File: src/rtl/multu_sequencer.sv
// multu_sequencer
//   Sequencing controller for an iterative shift-add unsigned multiplier,
//   holding the architectural HI/LO pair. A MULTU issue runs one add/shift
//   iteration per clock, commits the product to {HI,LO} and pulses done.
//   MTHI/MTLO write HI/LO while idle; MFHI/MFLO read the committed values.
//
//   state | meaning
//   IDLE  | accepting MULTU / MTHI / MTLO issues
//   RUN   | one add/shift iteration per clock
//   DONE  | product committed, done pulse, back to IDLE next edge
//
// Ports
//   clk      clock, rising edge
//   reset    synchronous active-low reset
//   start    issue strobe, qualified by Signal
//   Signal   function code (MULTU, MFHI, MTHI, MFLO, MTLO)
//   dataA    multiplicand (MULTU) / write data (MTHI, MTLO)
//   dataB    multiplier (MULTU)
//   busy     multiply in flight (RUN or DONE)
//   done     one-cycle pulse after the product is committed
//   dataOut  committed {HI,LO}
//   rdata    HI for MFHI, LO for MFLO, else 0
module multu_sequencer #(
    parameter int WIDTH      = 32,
    parameter bit EARLY_EXIT = 1'b0
) (
    input  logic               clk,
    input  logic               reset,
    input  logic               start,
    input  logic [5:0]         Signal,
    input  logic [WIDTH-1:0]   dataA,
    input  logic [WIDTH-1:0]   dataB,
    output logic               busy,
    output logic               done,
    output logic [2*WIDTH-1:0] dataOut,
    output logic [WIDTH-1:0]   rdata
);

    localparam logic [5:0] SIG_MULTU = 6'b011001;
    localparam logic [5:0] SIG_MFHI  = 6'b010000;
    localparam logic [5:0] SIG_MTHI  = 6'b010001;
    localparam logic [5:0] SIG_MFLO  = 6'b010010;
    localparam logic [5:0] SIG_MTLO  = 6'b010011;
    localparam int         CW        = (WIDTH > 1) ? $clog2(WIDTH) : 1;

    typedef enum logic [1:0] {IDLE, RUN, DONE} state_t;

    state_t             state, state_next;
    logic [2*WIDTH-1:0] acc, mcand, acc_sum;
    logic [WIDTH-1:0]   mplier, hi, lo;
    logic [CW-1:0]      cnt;
    logic               load, wr_hi, wr_lo, finish, last_iter;

    // This iteration's partial sum; also the value committed on the last one.
    assign acc_sum   = mplier[0] ? (acc + mcand) : acc;
    assign last_iter = (cnt == CW'(WIDTH - 1)) ||
                       (EARLY_EXIT && ((mplier >> 1) == '0));

    always_ff @(posedge clk) begin
        if (!reset) state <= IDLE;
        else        state <= state_next;
    end

    always_comb begin
        state_next = state;
        load       = 1'b0;
        wr_hi      = 1'b0;
        wr_lo      = 1'b0;
        finish     = 1'b0;
        case (state)
            IDLE: begin
                if (start) begin
                    case (Signal)
                        SIG_MULTU: begin
                            load       = 1'b1;
                            state_next = RUN;
                        end
                        SIG_MTHI: wr_hi = 1'b1;
                        SIG_MTLO: wr_lo = 1'b1;
                        default: ;
                    endcase
                end
            end
            RUN: begin
                if (last_iter) begin
                    finish     = 1'b1;
                    state_next = DONE;
                end
            end
            DONE:    state_next = IDLE;
            default: state_next = IDLE;
        endcase
    end

    always_ff @(posedge clk) begin
        if (!reset) begin
            acc    <= '0;
            mcand  <= '0;
            mplier <= '0;
            cnt    <= '0;
            hi     <= '0;
            lo     <= '0;
        end else begin
            if (load) begin
                mcand  <= {{WIDTH{1'b0}}, dataA};
                mplier <= dataB;
                acc    <= '0;
                cnt    <= '0;
            end else if (state == RUN) begin
                acc    <= acc_sum;
                mcand  <= mcand << 1;
                mplier <= mplier >> 1;
                cnt    <= cnt + CW'(1);
            end
            if (finish) {hi, lo} <= acc_sum;
            if (wr_hi)  hi <= dataA;
            if (wr_lo)  lo <= dataA;
        end
    end

    assign busy    = (state != IDLE);
    assign done    = (state == DONE);
    assign dataOut = {hi, lo};

    always_comb begin
        rdata = '0;
        if (Signal == SIG_MFHI)      rdata = hi;
        else if (Signal == SIG_MFLO) rdata = lo;
    end

endmodule
File: config.mk
export PLATFORM = sky130hd
export DESIGN_NAME = multu_sequencer
export DESIGN_NICKNAME = d
export VERILOG_FILES = /design/src/rtl/multu_sequencer.sv
export SDC_FILE = /design/constraint.sdc
export NUM_CORES = 1
export LEC_CHECK = 0
export CAP_MARGIN = 20
export CELL_PAD_IN_SITES_DETAIL_PLACEMENT = 0
export CELL_PAD_IN_SITES_GLOBAL_PLACEMENT = 1
export CORE_ASPECT_RATIO = 0.6
export CORE_MARGIN = 2
export CORE_UTILIZATION = 45
export CTS_CLUSTER_DIAMETER = 200
export CTS_CLUSTER_SIZE = 40
export DETAILED_ROUTE_END_ITERATION = 6
export GPL_TIMING_DRIVEN = 0
export PLACE_DENSITY = 0.94
export SLEW_MARGIN = 30
export SYNTH_ARGS = -nofsm -noshare
export SYNTH_HDL_FRONTEND = slang
export SYNTH_SLANG_ARGS = --single-unit
File: constraint.sdc
create_clock -name clk -period 8.4 [get_ports clk]
set_clock_uncertainty 0.15 [all_clocks]
set_input_delay 1.68 -clock clk [delete_from_list [all_inputs] [get_ports clk]]
set_output_delay 1.68 -clock clk [all_outputs]
set_load 0.02 [all_outputs]
* After elaboration in Yosys (flattened, before gate mapping) *
Index checks and enable logic that the tools add are counted.

storage, ports and cells
  register bits after elaboration = 231
  bits of input ports = 73
  output and inout port bits = 98
  logic and storage cells = 55

cells by class
  add/sub/neg operators = 2
  equality and inequality tests = 11
  multiplexer cells = 26
  bitwise gates (word level) = 1
  reduce and logical (&&, ||, !) cells = 7

operators with widths
  cell                   count
  $mux W32               10
  $add A64 B64 Y64       1
  $mux W64               1
  $eq A6 B5 Y1 const B   5
  $mux W1                11
  $reduce_bool A2 Y1     4
  $mux W2                3
  $add A5 B1 Y5 const B  1
  $eq A5 B5 Y1 const B   1
  $ne A2 B2 Y1 const B   2
  $pmux W2 S2            1
  $reduce_and A3 Y1      1
  $eq A2 B1 Y1 const B   1
  $eq A2 B2 Y1 const B   1
  $logic_not A2 Y1       1
  $ne A2 B1 Y1 const B   1
  $reduce_or A2 Y1       1
  $not A1 Y1             1

* Depth between registers and ports, before layout *
Gate-level depths: netlist of run 1.

  word-level depth = 5
  depth in mapped cells = 12
  gate-level depth less buffers = 12

* Worst setup path before layout of run 1 *
OpenSTA, ideal clock, no wires.

  kind = input to output
  start = input Signal[2]
  end = output rdata[10]
  arrival time = 2.995 ns
  data required time = 6.570 ns
  setup slack = 3.575 ns
  stages on the path = 5
  path buffers = 1
  path through = nor3b_1 nand2b_1 nor3b_1 clkbuf_1 a22o_1

between the ends
  word-level cells in the longest chain between the ends = 3
  elaborated cells between the ends (all ways) = 4
  classes of those cells = 2 x eq/ne; 2 x mux

ends and longest elaborated chain
  item                RTL line  source
  start: declaration  30        input logic [5:0] Signal,
  $eq A6 B5 Y1        128       else if (Signal == SIG_MFLO) rdata = lo;
  $mux W32            128
  $mux W32 (*)        127       if (Signal == SIG_MFHI) rdata = hi;
  end: declaration    36        output logic [WIDTH-1:0] rdata

Every way passes the cells marked *; elsewhere a longest branch is shown, timed or not.

* Final worst setup path of run 1 *
  start = input Signal[4]
  end = output rdata[23]

The elaborated chain is that of the path after synthesis.

==> metrics.csv, run 1 <==
stage,metric,value,unit
timing,unrepaired setup endpoints after global routing,no,
timing,final hold violations,0,
route,vias per inst,6.51,
route,WL per Instance,25.7,um
floorplan,core area,0.0287,mm^2
timing,min Tclk post-route,6680,ps
finish,Antenna Diode Count,0,
placed_design,placed cell area,0.0153,mm^2
clocking,H-Tree Depth,1,
finish,most frequent cells in the layout,"246 x nand2_1, 231 x dfxtp_1, 214 x a21oi_1",
floorplan,Die Y-Extent,136,um
grt,Congestion Overflow GR,0,
yosys,Cell variety after synth,75,
power_and_ir_drop,Lkg Pwr,5.48,nW
floorplan,Initial Util,0.457,
yosys,Syn Nets,1776,
route,drc violations,30,
power_and_ir_drop,switching power,0.444,mW
placed_design,IO buf count,170,
worst_setup_path,CP endpoint kind,primary output,
clocking,# resized after CTS,0,
clocking,latest clock arrival within the worst-skew pair,500,ps
yosys,Post-Syn Area per Cell,8.01,um^2
power_and_ir_drop,Pwr Total,1.79,mW
route,routed wire length,56300,um
finish,share of cells above drive strength 1,0.0226,
grt,vias in the first global route,12590,
run,max-cap viol count,0,
floorplan,FP Rows,48,
clocking,Post-CTS Setup Bufs,0,
yosys,"flops & latches, synth",231,
power_and_ir_drop,logic gate share of total power,0.064,
clocking,clk sinks,231,
finish,cell area after layout,0.0155,mm^2
clocking,CTS clock-pin slew for the worst setup and hold paths,140,ps
yosys,Synth Flop Type,dfxtp_1,
floorplan,chip width,224,um
clocking,Max clock buf depth,3,
route,DR vias,14269,
worst_setup_path,CP Max Fanout,10,
clocking,CTS hold repair buffers,0,
route,DR iter-0 viols,2464,
yosys,number of synthesized flops with an enable pin,0,
finish,Final #Nets,1957,
yosys,mapped cell area,0.0131,mm^2
finish,"non-filler cells, final",2192,
worst_setup_path,CP Data Arrival Time,4850,ps
timing,Slew headroom,0.287,
route,post-route ant nets,0,
min_path,Hold Path Class,register to register,
power_and_ir_drop,Sw Ratio,0.249,
grt,initial antenna violation count,1,
placed_design,Placer Congestion,1.01,
timing,setup violators final,0,
grt,pin count of the biggest net entering global routing,41,
power_and_ir_drop,Sequential Power Share,0.618,
timing,Hold Slack,316,ps
yosys,sequential-to-total area share from yosys stat,0.353,
timing,fmax,150,MHz
placed_design,hpwl dp,45600,um
worst_setup_path,Setup crit start kind,input port,
floorplan,# IOs,171,
grt,Overall Global Routing Usage,0.355,
timing,actual slew at the worst max-slew pin,1070,ps
power_and_ir_drop,PD cells,115,mW/mm^2
power_and_ir_drop,Clock power frac,0.319,
placed_design,dpl cells,2182,
outcome,status,finished with violations,
yosys,Post-Synthesis Cells,1637,
timing,fin crit share,0.795,
timing,setup_tns,0,ps
finish,Layout area overhead,18.4,%
yosys,Syn. warnings,0,
power_and_ir_drop,internal power,1.34,mW
clocking,CTS Buf Count,9,
outcome,failing checks,DRC,
clocking,Clock Root Buffer,clkbuf_16,
worst_setup_path,"Req. time, crit path",6570,ps
power_and_ir_drop,peak supply drop,0.129,mV
yosys,ys async rst share,0,
worst_setup_path,Crit Path Class,input port to primary output,
route,drt pass-1 iters,7,
finish,"most common cell after layout, fill and taps aside",nand2_1,
grt,first-pass GRT wire length,80900,um
clocking,TritonCTS clock tree,done,
timing,Slew Limit Fails,0,
floorplan,die footprint,0.0306,mm^2
-- cell type report --
class                           instances  area (um^2)
Buffer                                128          489
Clock buffer                            9          225
Clock inverter                          1         11.3
Fill cell                            2741        13200
Inverter                               14         52.6
Multi-Input combinational cell       1264         7940
Sequential cell                       231         4620
Tap cell                              375          469
Timing Repair Buffer                  170         1700
-- final timing paths --
kind | startpoint | end | slack (ps) | cells past startpoint
min reg2reg | mplier[13] | mplier[13] | 320 | 2
min | mplier[13] | mplier[13] | 320 | 2
max reg2reg | acc[33] | hi[27] | 3980 | 12
max | Signal[4] | rdata[23] | 1720 | 7
-- per-stage QoR --
step	util	worst slack [ps]
2_1_floorplan	-	3570
3_3_place_gp	0.532	1870
3_5_place_dp	0.532	1820
4_1_cts	0.540	1800
5_1_grt	0.540	1670
6_report	0.540	1720
-- worst max-delay path, cell delays in order --
cell	delay, ps
clkdlybuf4s50_1	460
nor3b_1	300
nand2b_1	120
nor3b_1	810
clkbuf_1	550
a22o_1	300
clkdlybuf4s50_1	620
-- power by group through the flow --
stage	logic, mW	registers, mW	clock network (mW)
after global placement	0.107	1.13	0
after floorplan	0.0338	1.13	0
after detailed placement	0.108	1.13	0
final	0.114	1.10	0.569
after CTS	0.108	1.10	0.562
after global routing	0.115	1.10	0.593
-- registers in the layout, indices dropped and copies added (netlist names) --
signal,flops
acc,64
cnt,5
hi,32
lo,32
mcand,64
mplier,32
state,2
-- routing by layer --
| metal | routed length [um] | global-route usage |
|---|---|---|
| met2 | 21200 | 0.471 |
| met1 | 24400 | 0.521 |
| met3 | 9110 | 0.147 |
| met5 | 12 | 0.00806 |
| met4 | 1620 | 0.0828 |
-- kinds of logic (layout without fill, tap and decap cells) --
| kind of cell | Yosys count | after routing | synth area share |
|---|---|---|---|
| xor+xnor | 59 | 59 | 0.0394 |
| simple gates | 518 | 518 | 0.173 |
| mux | 32 | 32 | 0.0248 |
| buf+inv | 142 | 322 | 0.0413 |
| fa+ha+maj | 66 | 66 | 0.0636 |
| compound gates | 589 | 589 | 0.305 |
| flops | 231 | 231 | 0.353 |
-- synth_stat cells, types with 5 or more instances --
| master | instances | area share |
|---|---|---|
| o21bai_1 | 17 | 0.0097 |
| xnor2_1 | 32 | 0.021 |
| or3_1 | 7 | 0.0033 |
| buf_2 | 6 | 0.0023 |
| and2_1 | 12 | 0.0057 |
| o21ai_0 | 47 | 0.018 |
| buf_1 | 10 | 0.0029 |
| o22ai_1 | 8 | 0.0038 |
| a22oi_1 | 68 | 0.039 |
| nand4_1 | 23 | 0.011 |
| nor3_1 | 13 | 0.0050 |
| xor2_1 | 27 | 0.018 |
| nor2_1 | 143 | 0.041 |
| ha_1 | 65 | 0.062 |
| nand3_1 | 28 | 0.011 |
| clkbuf_1 | 111 | 0.032 |
| nand2_1 | 246 | 0.070 |
| inv_1 | 14 | 0.0040 |
| and3_1 | 12 | 0.0057 |
| dfxtp_1 | 231 | 0.35 |
| a21oi_1 | 214 | 0.082 |
| a31oi_1 | 11 | 0.0053 |
| nand2b_1 | 5 | 0.0024 |
| o21a_1 | 18 | 0.010 |
| nor2b_1 | 8 | 0.0038 |
| a22o_1 | 39 | 0.026 |
| a211oi_1 | 25 | 0.014 |
| mux2i_1 | 28 | 0.021 |
| a21o_1 | 31 | 0.018 |
| a222oi_1 | 30 | 0.023 |
| a221oi_1 | 30 | 0.020 |
No activity file was read; power rests on OpenSTA's default activity.
==> run 2, diff against run 1 <==
--- a/config.mk
+++ b/config.mk
@@ -10,12 +10,12 @@
 export CELL_PAD_IN_SITES_GLOBAL_PLACEMENT = 1
 export CORE_ASPECT_RATIO = 0.6
 export CORE_MARGIN = 2
-export CORE_UTILIZATION = 45
+export CORE_UTILIZATION = 42
 export CTS_CLUSTER_DIAMETER = 200
 export CTS_CLUSTER_SIZE = 40
 export DETAILED_ROUTE_END_ITERATION = 6
 export GPL_TIMING_DRIVEN = 0
-export PLACE_DENSITY = 0.94
+export PLACE_DENSITY = 0.89
 export SLEW_MARGIN = 30
 export SYNTH_ARGS = -nofsm -noshare
 export SYNTH_HDL_FRONTEND = slang
==> constraint.sdc (replaced) <==
create_clock -name clk -period 6.6 [get_ports clk]
set_clock_uncertainty 0.15 [all_clocks]
set_input_delay 1.32 -clock clk [delete_from_list [all_inputs] [get_ports clk]]
set_output_delay 1.32 -clock clk [all_outputs]
set_load 0.02 [all_outputs]
==> run 2 against run 1 <==
Against the previous run: the flow still finishes with violations (DRC); routed wire length rose by 0.77%; clock power rose by 26%; final cell count rose by 2.0%; combinational power rose by 28%; sequential power rose by 27%; hold slack got worse by 1.9 ps; first-iteration DRC count fell by 16%; critical endpoint is now rdata[22]; largest cell class unchanged; highest routed layer unchanged.
==> metrics.csv, run 2 (same netlist as run 1, synthesis figures left out) <==
stage,metric,value,unit
outcome,status,finished with violations,
outcome,failing checks,DRC,
clocking,CTS Buf Count,9,
timing,fin crit share,0.896,
route,vias per inst,6.39,
route,drt pass-1 iters,7,
timing,fmax,169,MHz
floorplan,Initial Util,0.423,
power_and_ir_drop,PD cells,146,mW/mm^2
finish,Final #Nets,1957,
timing,Hold Slack,314,ps
grt,vias in the first global route,12590,
worst_setup_path,RR Endpoint,acc[34],
finish,filler instances,2992,
finish,biggest regs,"acc: 64 flops, mcand: 64 flops",
timing,min Tclk post-route,5920,ps
floorplan,Die Y-Extent,141,um
clocking,Clock Root Buffer,clkbuf_16,
worst_setup_path,FF-to-FF path depth,12,
placed_design,hpwl dp,45800,um
finish,most frequent cells in the layout,"246 x nand2_1, 231 x dfxtp_1, 214 x a21oi_1",
floorplan,core area,0.0310,mm^2
route,drc violations,9,
finish,share of cells above drive strength 1,0.0226,
timing,setup_tns,0,ps
run,max-cap viol count,0,
worst_setup_path,"Req. time, crit path",5130,ps
clocking,clk sinks,231,
worst_setup_path,WP buf/inv,3,
min_path,end of the worst hold path,mplier[17],
floorplan,die footprint,0.0327,mm^2
clocking,latest clock arrival within the worst-skew pair,500,ps
clocking,CTS clock-pin slew for the worst setup and hold paths,140,ps
timing,actual slew at the worst max-slew pin,1010,ps
finish,"most common cell after layout, fill and taps aside",nand2_1,
route,post-route ant nets,0,
route,routed wire length,56800,um
worst_setup_path,Crit Path Class,input port to primary output,
worst_setup_path,Crit path max-delay family,buffers and inverters,
worst_setup_path,CP endpoint kind,primary output,
timing,Slew headroom,0.321,
min_path,WHS Path Cells,2,
worst_setup_path,Setup crit start kind,input port,
power_and_ir_drop,Pwr Total,2.27,mW
min_path,Hold Path Class,register to register,
clocking,# resized after CTS,0,
worst_setup_path,critical path's slowest cell,nor3b_1,
min_path,Worst Min Path Start,mplier[17],
route,WL per Instance,25.4,um
worst_setup_path,Stages on worst setup path,7,
grt,initial antenna violation count,2,
floorplan,chip width,232,um
placed_design,Placer Congestion,1.02,
worst_setup_path,CP Max Fanout,10,
timing,Slew Limit Fails,0,
worst_setup_path,CP peak stage delay,730,ps
floorplan,FP Rows,50,
clocking,TritonCTS clock tree,done,
worst_setup_path,reg2reg start,mcand[0],
clocking,H-Tree Depth,1,
timing,setup violators final,0,
timing,unrepaired setup endpoints after global routing,no,
power_and_ir_drop,peak supply drop,0.159,mV
floorplan,# IOs,171,
finish,Layout area overhead,18.8,%
worst_setup_path,R2R Setup Slk,2220,ps
worst_setup_path,CP Data Arrival Time,4450,ps
grt,first-pass GRT wire length,82500,um
grt,pin count of the biggest net entering global routing,41,
placed_design,IO buf count,170,
route,DR iter-0 viols,2071,
worst_setup_path,worst-path cell chain,clkdlybuf4s50_1 -> nor3b_1 -> nand2b_1 -> nor3b_1 -> clkbuf_1 -> a22o_1 -> clkdlybuf4s50_1,
grt,Overall Global Routing Usage,0.338,
timing,final hold violations,0,
clocking,CTS hold repair buffers,0,
clocking,Max clock buf depth,3,
grt,Congestion Overflow GR,0,
power_and_ir_drop,Lkg Pwr,5.48,nW
clocking,Post-CTS Setup Bufs,0,
route,DR vias,14284,
## run 2: how the worst max path moves through the flow
stage	slack [ps]	start	endpoint
floorplan	2490	Signal[2]	rdata[10]
global placement	770	Signal[4]	rdata[22]
detailed placement	790	Signal[4]	rdata[22]
CTS	790	Signal[4]	rdata[22]
global route	530	Signal[4]	rdata[22]
finish	680	Signal[4]	rdata[22]
## run 2: routing by layer
metal / vias up / GRT usage / share of wire
li1: 6380 / - / -
met1: 6873 / 0.507 / 0.45
met2: 916 / 0.424 / 0.36
met3: 113 / 0.153 / 0.16
met4: 2 / 0.0837 / 0.029
met5: - / 0 / 0.00023
## run 2: where the power goes
part	internal [mW]	leakage (nW)	switching, mW
Sequential	1.40	1.86	0.00505
Combinational	0.0550	3.50	0.0912
Clock	0.254	0.117	0.465
Total	1.71	5.48	0.561
## run 2: metrics by stage
| stage | cells | cell area, um^2 | setup slack [ps] | utilization |
|---|---|---|---|---|
| global placement | 2223 | 15300 | 770 | 0.495 |
| global route | 2233 | 15600 | 528 | 0.503 |
| CTS | 2233 | 15600 | 785 | 0.503 |
| floorplan | 1637 | 13100 | 2490 | - |
| detailed placement | 2223 | 15300 | 788 | 0.495 |
| finish | 2235 | 15600 | 684 | 0.503 |
## run 2: area by class of cell
cell class	count	area [um^2]	area share
timing repair buffer	170	1700	0.109
tap	416	520	0.0334
clock inverter	1	11.3	0.000723
sequential	231	4620	0.297
antenna	2	5.00	0.000321
clock buffer	9	225	0.0145
buffer	128	489	0.0314
multi-input combinational	1264	7940	0.510
inverter	14	52.6	0.00338
## run 2: worst min-delay path, stage by stage (launching register included)
cell     delay, ps
dfxtp_1        330
nand2_1         50
a21oi_1         50
==> run 3, diff against run 2 <==
--- a/config.mk
+++ b/config.mk
@@ -11,6 +11,7 @@
 export CORE_ASPECT_RATIO = 0.6
 export CORE_MARGIN = 2
 export CORE_UTILIZATION = 42
+export CTS_BUF_LIST = sky130_fd_sc_hd__clkbuf_16
 export CTS_CLUSTER_DIAMETER = 200
 export CTS_CLUSTER_SIZE = 40
 export DETAILED_ROUTE_END_ITERATION = 6
==> results of run 3 <==
The final DEF is identical to that of run 2; final timing and power are the same.
